File: src/rtl/dmem_arbiter.sv
// Two-port (CPU / DMA) arbiter onto one synchronous-read data memory with burst limiting.
// Optional macro DMEM_ARB_RR_EN: round-robin tie-break from IDLE; when undefined, port 0 wins ties.
module dmem_arbiter #(
    parameter int AW        = 32,
    parameter int DW        = 32,
    parameter int MAX_BURST = 4
) (
    input  logic          clock,
    input  logic          reset,
    input  logic          req0,
    input  logic [AW-1:0] addr0,
    input  logic          we0,
    input  logic [DW-1:0] wdata0,
    input  logic          req1,
    input  logic [AW-1:0] addr1,
    input  logic          we1,
    input  logic [DW-1:0] wdata1,
    output logic          gnt0,
    output logic          gnt1,
    output logic          rvalid0,
    output logic          rvalid1,
    output logic [DW-1:0] rdata0,
    output logic [DW-1:0] rdata1,
    output logic [AW-1:0] mem_addr,
    output logic          mem_we,
    output logic [DW-1:0] mem_wdata,
    input  logic [DW-1:0] mem_rdata
);

    typedef enum logic [1:0] {
        IDLE = 2'd0,
        OWN0 = 2'd1,
        OWN1 = 2'd2
    } state_t;

    localparam logic [3:0] BURST_MAX = 4'(MAX_BURST);

    state_t        state_q, state_d;
    logic [3:0]    burst_q, burst_d;
    logic          gnt0_c, gnt1_c;
    logic          tie_pick1;
    logic          rvalid0_q, rvalid0_d;
    logic          rvalid1_q, rvalid1_d;
    logic [DW-1:0] rdata0_q, rdata0_d;
    logic [DW-1:0] rdata1_q, rdata1_d;
    logic [AW-1:0] mem_addr_q, mem_addr_d;
    logic [DW-1:0] mem_wdata_q, mem_wdata_d;
    logic          mem_we_c;

`ifdef DMEM_ARB_RR_EN
    logic last1_q, last1_d;

    // last1_q marks port 1 as the most recent winner; ties go to the other port
    always_comb begin
        tie_pick1 = ~last1_q;
        last1_d   = last1_q;
        if (gnt1_c) begin
            last1_d = 1'b1;
        end else if (gnt0_c) begin
            last1_d = 1'b0;
        end
    end

    always_ff @(posedge clock) begin
        if (reset) begin
            last1_q <= 1'b1;
        end else begin
            last1_q <= last1_d;
        end
    end
`else
    always_comb begin
        tie_pick1 = 1'b0;
    end
`endif

    // Arbitration: the owner keeps the port until its burst quota is spent and the other side waits
    always_comb begin
        gnt0_c = 1'b0;
        gnt1_c = 1'b0;
        if (!reset) begin
            unique case (state_q)
                OWN0: begin
                    if (req0 && ((burst_q < BURST_MAX) || !req1)) begin
                        gnt0_c = 1'b1;
                    end else if (req1) begin
                        gnt1_c = 1'b1;
                    end
                end
                OWN1: begin
                    if (req1 && ((burst_q < BURST_MAX) || !req0)) begin
                        gnt1_c = 1'b1;
                    end else if (req0) begin
                        gnt0_c = 1'b1;
                    end
                end
                default: begin
                    if (req0 && req1) begin
                        gnt0_c = ~tie_pick1;
                        gnt1_c = tie_pick1;
                    end else begin
                        gnt0_c = req0;
                        gnt1_c = req1;
                    end
                end
            endcase
        end
    end

    always_comb begin
        state_d = IDLE;
        burst_d = 4'd0;
        if (gnt0_c) begin
            state_d = OWN0;
            if (state_q == OWN0) begin
                burst_d = (burst_q >= BURST_MAX) ? BURST_MAX : burst_q + 4'd1;
            end else begin
                burst_d = 4'd1;
            end
        end else if (gnt1_c) begin
            state_d = OWN1;
            if (state_q == OWN1) begin
                burst_d = (burst_q >= BURST_MAX) ? BURST_MAX : burst_q + 4'd1;
            end else begin
                burst_d = 4'd1;
            end
        end
    end

    // Memory command mux; address and write data park on the last granted values
    always_comb begin
        mem_addr_d  = mem_addr_q;
        mem_wdata_d = mem_wdata_q;
        mem_we_c    = 1'b0;
        if (gnt0_c) begin
            mem_addr_d  = addr0;
            mem_wdata_d = wdata0;
            mem_we_c    = we0;
        end else if (gnt1_c) begin
            mem_addr_d  = addr1;
            mem_wdata_d = wdata1;
            mem_we_c    = we1;
        end
    end

    always_comb begin
        rvalid0_d = gnt0_c & ~we0;
        rvalid1_d = gnt1_c & ~we1;
        rdata0_d  = rvalid0_q ? mem_rdata : rdata0_q;
        rdata1_d  = rvalid1_q ? mem_rdata : rdata1_q;
    end

    always_ff @(posedge clock) begin
        if (reset) begin
            state_q     <= IDLE;
            burst_q     <= 4'd0;
            rvalid0_q   <= 1'b0;
            rvalid1_q   <= 1'b0;
            rdata0_q    <= '0;
            rdata1_q    <= '0;
            mem_addr_q  <= '0;
            mem_wdata_q <= '0;
        end else begin
            state_q     <= state_d;
            burst_q     <= burst_d;
            rvalid0_q   <= rvalid0_d;
            rvalid1_q   <= rvalid1_d;
            rdata0_q    <= rdata0_d;
            rdata1_q    <= rdata1_d;
            mem_addr_q  <= mem_addr_d;
            mem_wdata_q <= mem_wdata_d;
        end
    end

    // Outputs are forced to their idle values for as long as reset is held, including
    // a read response whose grant happened in the cycle just before reset rose.
    assign gnt0      = gnt0_c;
    assign gnt1      = gnt1_c;
    assign mem_we    = mem_we_c;
    assign mem_addr  = reset ? '0 : mem_addr_d;
    assign mem_wdata = reset ? '0 : mem_wdata_d;
    assign rvalid0   = rvalid0_q & ~reset;
    assign rvalid1   = rvalid1_q & ~reset;
    assign rdata0    = reset ? '0 : rdata0_d;
    assign rdata1    = reset ? '0 : rdata1_d;

    a_gnt_onehot: assert property (@(posedge clock) !(gnt0 && gnt1));
    a_no_gnt_in_reset: assert property (@(posedge clock) reset |-> !(gnt0 || gnt1));
    a_burst_range: assert property (@(posedge clock) burst_q <= BURST_MAX);

endmodule

File: config.mk
export PLATFORM = sky130hd
export DESIGN_NAME = dmem_arbiter
export DESIGN_NICKNAME = d
export VERILOG_FILES = /design/src/rtl/dmem_arbiter.sv
export SDC_FILE = /design/constraint.sdc
export NUM_CORES = 1
export LEC_CHECK = 0
export CORE_ASPECT_RATIO = 2
export CORE_MARGIN = 2
export CORE_UTILIZATION = 35
export DETAILED_ROUTE_END_ITERATION = 7
export PLACE_DENSITY = 0.81
export SETUP_SLACK_MARGIN = 0.1
export SLEW_MARGIN = 20
export SYNTH_ARGS = -nofsm -noshare
export SYNTH_HDL_FRONTEND = slang
export SYNTH_SLANG_ARGS = --single-unit
File: constraint.sdc
create_clock -name clock -period 2.7 [get_ports clock]
set_input_delay 0.27 -clock clock [delete_from_list [all_inputs] [get_ports clock]]
set_output_delay 0.27 -clock clock [all_outputs]
set_load 0.01 [all_outputs]
After elaboration in Yosys (flattened, before gate mapping)
Cells that the tools add are included.

Flip-flop bits (word level): 136. Input bits: 166. Output and inout port bits: 133.

Add/sub/neg operators: 1. $lt $le $gt $ge: 2. Equal/unequal tests: 2. Muxes and demuxes: 31. Bitwise gates (word level): 7. Reductions and logical operators: 8.

Operators with widths (number): $mux W32 (10); $mux W4 (5); $mux W1 (13); $add A4 B1 Y4 const B (1); $and A1 B1 Y1 (4); $ge A4 B3 Y1 const B (1); $lt A4 B3 Y1 const B (1); $pmux W1 S2 (2); $logic_and A1 B1 Y1 (3); $not A1 Y1 (3); $eq A2 B1 Y1 const B (1); $eq A2 B2 Y1 const B (1); $logic_not A1 Y1 (2); $logic_or A1 B1 Y1 (2); $mux W2 (1); $reduce_or A2 Y1 (1).

Depth between registers and ports, before layout
Gate-level depths: netlist of the first run.

Word-level depth: 9. Mapped depth: 8. Mapped depth without buffers: 6.

Least setup slack after synthesis of the first run
OpenSTA, ideal clock, no wires.

Path type: reg2out. From: register state_q[0]. To: output port mem_addr[20]. Arrival: 2012 ps. Required time: 2430 ps. Setup slack: 418 ps. Cell stages (with the launch flop): 9. Path through: dfxtp_1 > inv_1 > ha_1 > nand2b_1 > o311ai_4 > buf_4 > buf_4 > nor2_1 > a311oi_1.

Word-level cells in the longest chain between the ends: 6. Elaborated cells between the ends (all ways): 9. Classes of those cells: 2 x eq/ne; 7 x mux.

Ends and longest elaborated chain: start, declared (RTL line 38) `state_t state_q, state_d;`; start signal, assigned (RTL line 164) `state_q <= state_d;`; $eq A2 B2 Y1 or $eq A2 B1 Y1 (tied branches) (RTL line 82) `unique case (state_q)`; $pmux W1 S2 (RTL line 82); $mux W1 (RTL line 81) `if (!reset) begin`; $mux W32 (RTL line 139) `end else if (gnt1_c) begin`; $mux W32 (*) (RTL line 135) `if (gnt0_c) begin`; $mux W32 (*); end, declared (RTL line 24) `output logic [AW-1:0] mem_addr,`.

Mark *: on every way between the ends. The rest lies on a longest branch, timed or not.

Worst setup path after layout of the first run
From: register state_q[0]. To: register mem_addr_q[19].

Word-level cells in the longest chain between the ends: 6. Elaborated cells between the ends (all ways): 9. Classes of those cells: 2 x eq/ne; 7 x mux.

Ends and longest elaborated chain: $eq A2 B2 Y1 or $eq A2 B1 Y1 (tied branches) (RTL line 82); $pmux W1 S2 (RTL line 82); $mux W1 (RTL line 81); $mux W32 (RTL line 139); $mux W32 (*) (RTL line 135); $mux W32 (*); end signal, assigned (RTL line 170) `mem_addr_q <= mem_addr_d;`; end, declared (RTL line 46) `logic [AW-1:0] mem_addr_q, mem_addr_d;`.

Marked as above. A chain may end at the register's enable or synchronous reset.

==> summary.txt, run 1 <==
Power and ir drop
  • Reg power frac: 0.336
  • PD cells: 585 nW/um^2
  • Internal power: 4.74 mW
  • Comb pwr share: 0.303
  • Pleak: 4.31 nW
  • Total power draw: 6.61 mW
  • Sw Pwr: 1.87 mW
  • Clk network pwr share: 0.361
  • Maximum vdd drop: 0.448 mV
  • Switch share: 0.283

Global routing
  • Pin count of the biggest net entering global routing: 54
  • Vias in the first global route: 6,842
  • Global Route Usage Sum: 0.280
  • Global-route wire length before repair: 37,600 um
  • Antenna violations before repair: 0
  • Grt ovf: 0

Die
  • Initial core utilization: 0.356
  • Die area: 17,600 um^2
  • Placeable Area: 16,200 um^2
  • Die width: 94.8 um
  • Rows: 66
  • Die H: 186 um
  • # IOs: 299

Synth
  • Compound-gate portion of the synthesized area: 0.192
  • Asr flop ratio synth: 0
  • Distinct cell type count after synthesis: 37
  • Seq/Total Area, Yosys: 0.472
  • Syn_nets: 800
  • Post-synthesis xor/xnor area fraction: 0
  • Syn Inst Count: 631
  • Synth Area in Simple Gates: 0.164
  • Cell Area, Synth: 5770 um^2
  • Post-Synth Adder-Cell Area: 0.00651
  • Post-synth EDFFs: 0
  • Mean Syn Cell Area: 9.14 um^2
  • Synth Warn #: 0
  • #FFs+latches synth: 136
  • Ys flop type: dfxtp_1
  • Post-synthesis mux area share: 0.111
  • Largest family of logic cells by synthesized area: compound AO/OA/AOI/OAI gates

Finish
  • Finished Layout Cells: 1,229
  • Layout area overhead: 95.9%
  • Fill count: 1,185
  • Fin area: 11,300 um^2
  • Layout cell share with drive strength beyond 1: 0.346
  • Register area: 2730 um^2
  • Final net count: 1,182
  • Multi-input gate area: 3360 um^2
  • # diodes: 0

Placement
  • IO buf count: 298
  • Final HPWL DP: 14,200 um
  • Placer Congestion: 0.853
  • Cells after DPL: 1,104
  • Placed inst area: 9170 um^2
  • Dpl ws: -247 ps

Clocking
  • Worst-Skew Late Latency: 410 ps
  • Clk slew on worst S/H paths: 60 ps
  • CTS tree: yes
  • CTS Hold Buffers Added: 0
  • H-tree depth: 4
  • CTS sink cnt: 136
  • Root buffer cell: clkbuf_16
  • CTS Buffer Depth: 2
  • CTS Buf Count: 17

Run status
  • Failing checks: setup timing
  • Outcome: finished with violations

STA
  • Worst slew margin: 0.434
  • Slack of the critical path: -181 ps
  • Hold Violations, Final: 0
  • Final worst path period need: 2880 ps
  • Final Cycle Share: 1.07
  • Unrepaired setup endpoints after global routing: true
  • Worst-margin pin slew: 849 ps
  • # setup viols final: 67
  • FMAX: 347 MHz
  • Slew Limit Fails: 0
  • Worst-case hold slack: 459 ps
  • Clock skew: 9.68 ps

Route
  • Initial DRC Count: 245
  • Drt total wl: 25,800 um
  • DRC errors left: 0
  • DR WL/cell: 21.0 um
  • Post-DRT Antenna Nets: 0
  • Via count: 6,674
  • DR pass1 iterations: 4
  • DR vias/cell: 5.43

Worst hold path
  • Hold Crit Class: input pin to register

Setup path
  • Critical path arrival: 3200 ps
  • Critical path class: register to register
  • Crit-path max FO: 7
  • Critical path startpoint category: register
  • Worst EP required: 3020 ps
  • Crit end category: register

Job
  • Max Cap Violations: 0
-- layer usage --
metal	vias to the layer above	track usage	part of all wire
li1	3059	-	-
met1	3206	0.303	0.36
met2	328	0.495	0.54
met3	81	0.0628	0.060
met4	0	0.154	0.043
met5	-	0	0
-- state kept, by name (all words and copies together), names as in the netlist --
register     cells
rdata1_q        32
mem_addr_q      32
mem_wdata_q     32
rvalid1_q        1
state_q          2
rdata0_q        32
rvalid0_q        1
burst_q          4
-- stage by stage --
stage                util  TNS, ps
global placement    0.566    -9760
CTS                 0.676    -3280
finish              0.698    -5390
floorplan               -        0
global route        0.698   -11620
detailed placement  0.566   -12110
-- synth_stat cells, types with 3 or more instances --
library cell / instances / area (um^2)
a311oi_2: 14 / 210
nor3_1: 5 / 25.0
a311oi_1: 50 / 438
buf_1: 3 / 11.3
o21a_1: 3 / 22.5
nor2_1: 133 / 499
buf_2: 16 / 80.1
dfxtp_1: 136 / 2720
buf_4: 9 / 67.6
clkbuf_1: 36 / 135
o21ai_0: 65 / 325
nand3_1: 64 / 320
mux2i_1: 64 / 641
nand2_1: 4 / 15.0
ha_1: 3 / 37.5
-- final cells by class --
cell class / instances / area share
Sequential cell: 136 / 0.241
Timing Repair Buffer: 428 / 0.384
Inverter: 2 / 0.000665
Clock buffer: 21 / 0.0408
Clock inverter: 10 / 0.0126
Multi-Input combinational cell: 428 / 0.298
Tap cell: 204 / 0.0226
-- final timing paths --
kind,from,endpoint,slack [ps],cells past startpoint
max,state_q[0],mem_addr_q[19],-180,16
max reg2reg,state_q[0],mem_addr_q[19],-180,16
min reg2reg,mem_addr_q[31],mem_addr_q[31],480,2
min,we1,rvalid1_q,460,2
-- critical path: stages, from the launching register on --
cell	delay [ps]
dfxtp_2	340
inv_2	40
ha_4	210
or3_4	430
o311ai_4	140
buf_12	220
buf_12	130
buf_16	130
a311oi_2	110
buf_4	180
buf_4	120
buf_4	120
buf_4	120
buf_4	120
buf_4	120
buf_4	120
buf_4	120
-- logic make-up after synthesis --
logic type,Yosys count
flops,136
other cells,1
simple gates,217
fa+ha+maj,3
compound gates,143
mux,64
buf+inv,67
-- cells in the final DEF, fill, tap and decap left out, types with 3 or more instances in the layout --
cell             count
nor3_1               5
buf_12              20
o21ai_0             11
dfxtp_1            132
a311oi_4             4
nand3_1             56
buf_6               22
clkbuf_16           22
nor2_1             119
buf_16              12
dfxtp_2              4
nand3_2              9
nor2_4               5
nor2_2               9
a311oi_2            50
o21ai_1             22
buf_4               69
clkdlybuf4s50_1    230
mux2i_1             64
buf_2               65
bufinv_16            3
o21ai_2             26
nand2_1              3
a311oi_1            10
inv_6                3
o21ai_4              7
-- power groups by stage --
stage	clock network (mW)	registers [mW]	logic, mW
floorplan	0	2.22	0.619
global route	2.51	2.23	2.11
global placement	0	2.23	1.37
CTS	2.43	2.21	1.83
detailed placement	0	2.24	1.39
finish	2.39	2.22	2.00
-- repair_timing --
item	CTS	global route
gates resized for setup	445	73
endpoints found under the setup margin	67	70
pin swaps	88	55
cloned	14	5
setup buffers	76	11
Note: power is estimated with default switching activity, not from simulation.
==> run 2: changes to the inputs <==
--- a/config.mk
+++ b/config.mk
@@ -7,9 +7,9 @@
 export LEC_CHECK = 0
 export CORE_ASPECT_RATIO = 2
 export CORE_MARGIN = 2
-export CORE_UTILIZATION = 35
+export CORE_UTILIZATION = 40
 export DETAILED_ROUTE_END_ITERATION = 7
-export PLACE_DENSITY = 0.81
+export PLACE_DENSITY = 0.9
 export SETUP_SLACK_MARGIN = 0.1
 export SLEW_MARGIN = 20
 export SYNTH_ARGS = -nofsm -noshare
==> summary.txt, run 2 (same netlist as run 1, synthesis figures left out) <==
Finish
  • Util after Layout: 0.806
  • Fill count: 762
  • Layout area overhead: 98.4%
  • Commonest cells after routing, fill and taps aside: clkdlybuf4s50_1, dfxtp_1, nor2_1
  • Fin area: 11,400 um^2
  • Final net count: 1,187
  • Finished Layout Cells: 1,224
  • Register area: 2730 um^2
  • Multi-input gate area: 3420 um^2
  • Layout cell share with drive strength beyond 1: 0.361
  • Commonest non-fill, non-tap cell in the layout: clkdlybuf4s50_1

STA
  • Final worst path period need: 2920 ps
  • Worst-margin pin slew: 731 ps
  • Final Cycle Share: 1.08
  • # setup viols final: 65
  • FMAX: 343 MHz
  • Hold Violations, Final: 0
  • Slew Limit Fails: 0
  • Clock skew: 14.0 ps
  • Unrepaired setup endpoints after global routing: true
  • Slack of the critical path: -217 ps
  • Worst-case hold slack: 411 ps
  • Worst slew margin: 0.513

Placement
  • IO buf count: 298
  • Placer Congestion: 0.819
  • Final HPWL DP: 14,000 um
  • Placed inst area: 9180 um^2
  • Cells after DPL: 1,098

Setup path
  • Reg2reg end: mem_addr_q[12]
  • R2R cell count: 13
  • RR Startpoint: state_q[0]
  • Critical path arrival: 2650 ps
  • Critical path startpoint category: register
  • Critical path class: register to output port
  • CP Buf/Inv Count: 5
  • CP delay by family, top: buffers and inverters
  • Worst EP required: 2430 ps
  • FF-to-FF setup slack: 140 ps
  • Crit-path max FO: 7
  • Critical path, cell by cell: buf_4 > ha_4 > nor3b_4 > o311ai_4 > buf_12 > buf_6 > buf_16 > nor2_2 > a311oi_2 > buf_2
  • Crit path largest cell delay: 400 ps
  • Master of the slowest instance on the critical path: o311ai_4
  • Crit end category: output port

Die
  • Die width: 88.9 um
  • Die H: 174 um
  • Initial core utilization: 0.406
  • # IOs: 299
  • Die area: 15,500 um^2
  • Rows: 62
  • Placeable Area: 14,200 um^2

Global routing
  • Global-route wire length before repair: 37,400 um
  • Antenna violations before repair: 1
  • Vias in the first global route: 7,035
  • Grt ovf: 0
  • Pin count of the biggest net entering global routing: 52
  • Global Route Usage Sum: 0.314

Route
  • DRC errors left: 0
  • Drt total wl: 28,500 um
  • DR pass1 iterations: 6
  • Initial DRC Count: 614
  • Via count: 7,138
  • DR vias/cell: 5.83
  • DR WL/cell: 23.3 um
  • Post-DRT Antenna Nets: 0

Clocking
  • Root buffer cell: clkbuf_16
  • CTS Buf Count: 17
  • Worst-Skew Late Latency: 420 ps
  • Clk slew on worst S/H paths: 60 ps
  • CTS Buffer Depth: 2
  • CTS Hold Buffers Added: 0
  • CTS tree: yes
  • H-tree depth: 4
  • CTS sink cnt: 136

Power and ir drop
  • PD cells: 586 nW/um^2
  • Total power draw: 6.71 mW
  • Maximum vdd drop: 0.429 mV
  • Pleak: 4.35 nW

Worst hold path
  • Worst hold endpoint: state_q[0]
  • Min-delay src: reset
  • Hold Crit Class: input pin to register
  • Worst hold path cell count: 2

Job
  • Max Cap Violations: 0

Run status
  • Failing checks: setup timing
  • Outcome: finished with violations
## run 2: changes by cell type in the layout (fill, tap and decap cells not counted), moves of 8 or more
cell | before | now
nand3_2 | 9 | 1
nor2_1 | 119 | 95
a311oi_1 | 10 | 2
o21ai_0 | 11 | 37
nand3_1 | 56 | 64
nor2_4 | 5 | 13
o21ai_1 | 22 | 9
a311oi_2 | 50 | 59
o21ai_2 | 26 | 11
nor2_2 | 9 | 25
## run 2: worst max path at each step
stage / from / endpoint / slack, ps / depth (start not counted)
after floorplan: state_q[0] / mem_addr[20] / 420 / 8
after global placement: req0 / mem_wdata[2] / -250 / 7
after detailed placement: req0 / mem_wdata[2] / -310 / 7
after CTS: state_q[0] / mem_addr[23] / -230 / 8
after global routing: state_q[0] / mem_wdata[9] / -300 / 11
final: state_q[0] / mem_addr[29] / -220 / 10
## run 2: area by class of cell
class,count,share of cell area
multi-input combinational,428,0.299
sequential,136,0.238
timing repair buffer,433,0.389
inverter,2,0.000656
clock inverter,14,0.0138
antenna,1,0.000219
tap,192,0.0210
clock buffer,18,0.0384
## run 2: per-stage QoR
| stage | TNS, ps | worst slack, ps |
|---|---|---|
| finish | -8190 | -217 |
| global route | -14420 | -298 |
| global placement | -10650 | -253 |
| detailed placement | -12380 | -306 |
| floorplan | 0 | 418 |
| CTS | -6270 | -231 |
## run 2: repair_timing
item | in CTS | in global routing
gates cloned | 14 | 7
pin swaps | 52 | 52
buffers inserted | 45 | 30
setup endpoints to repair | 67 | 68
resized for setup | 402 | 97
## run 2: metal layers
layer	vias up	global-route usage	routed length, um
met2	547	0.536	14000
li1	3068	-	-
met1	3390	0.346	9910
met3	133	0.0819	2690
met4	0	0.155	1850
met5	-	0	0
## run 2: power breakdown
group / switching [mW] / internal, mW / total [mW] / leakage, nW
logic: 1.00 / 1.11 / 2.11 / 2.94
clock network: 1.03 / 1.34 / 2.36 / 0.291
registers: 0.0709 / 2.16 / 2.23 / 1.12
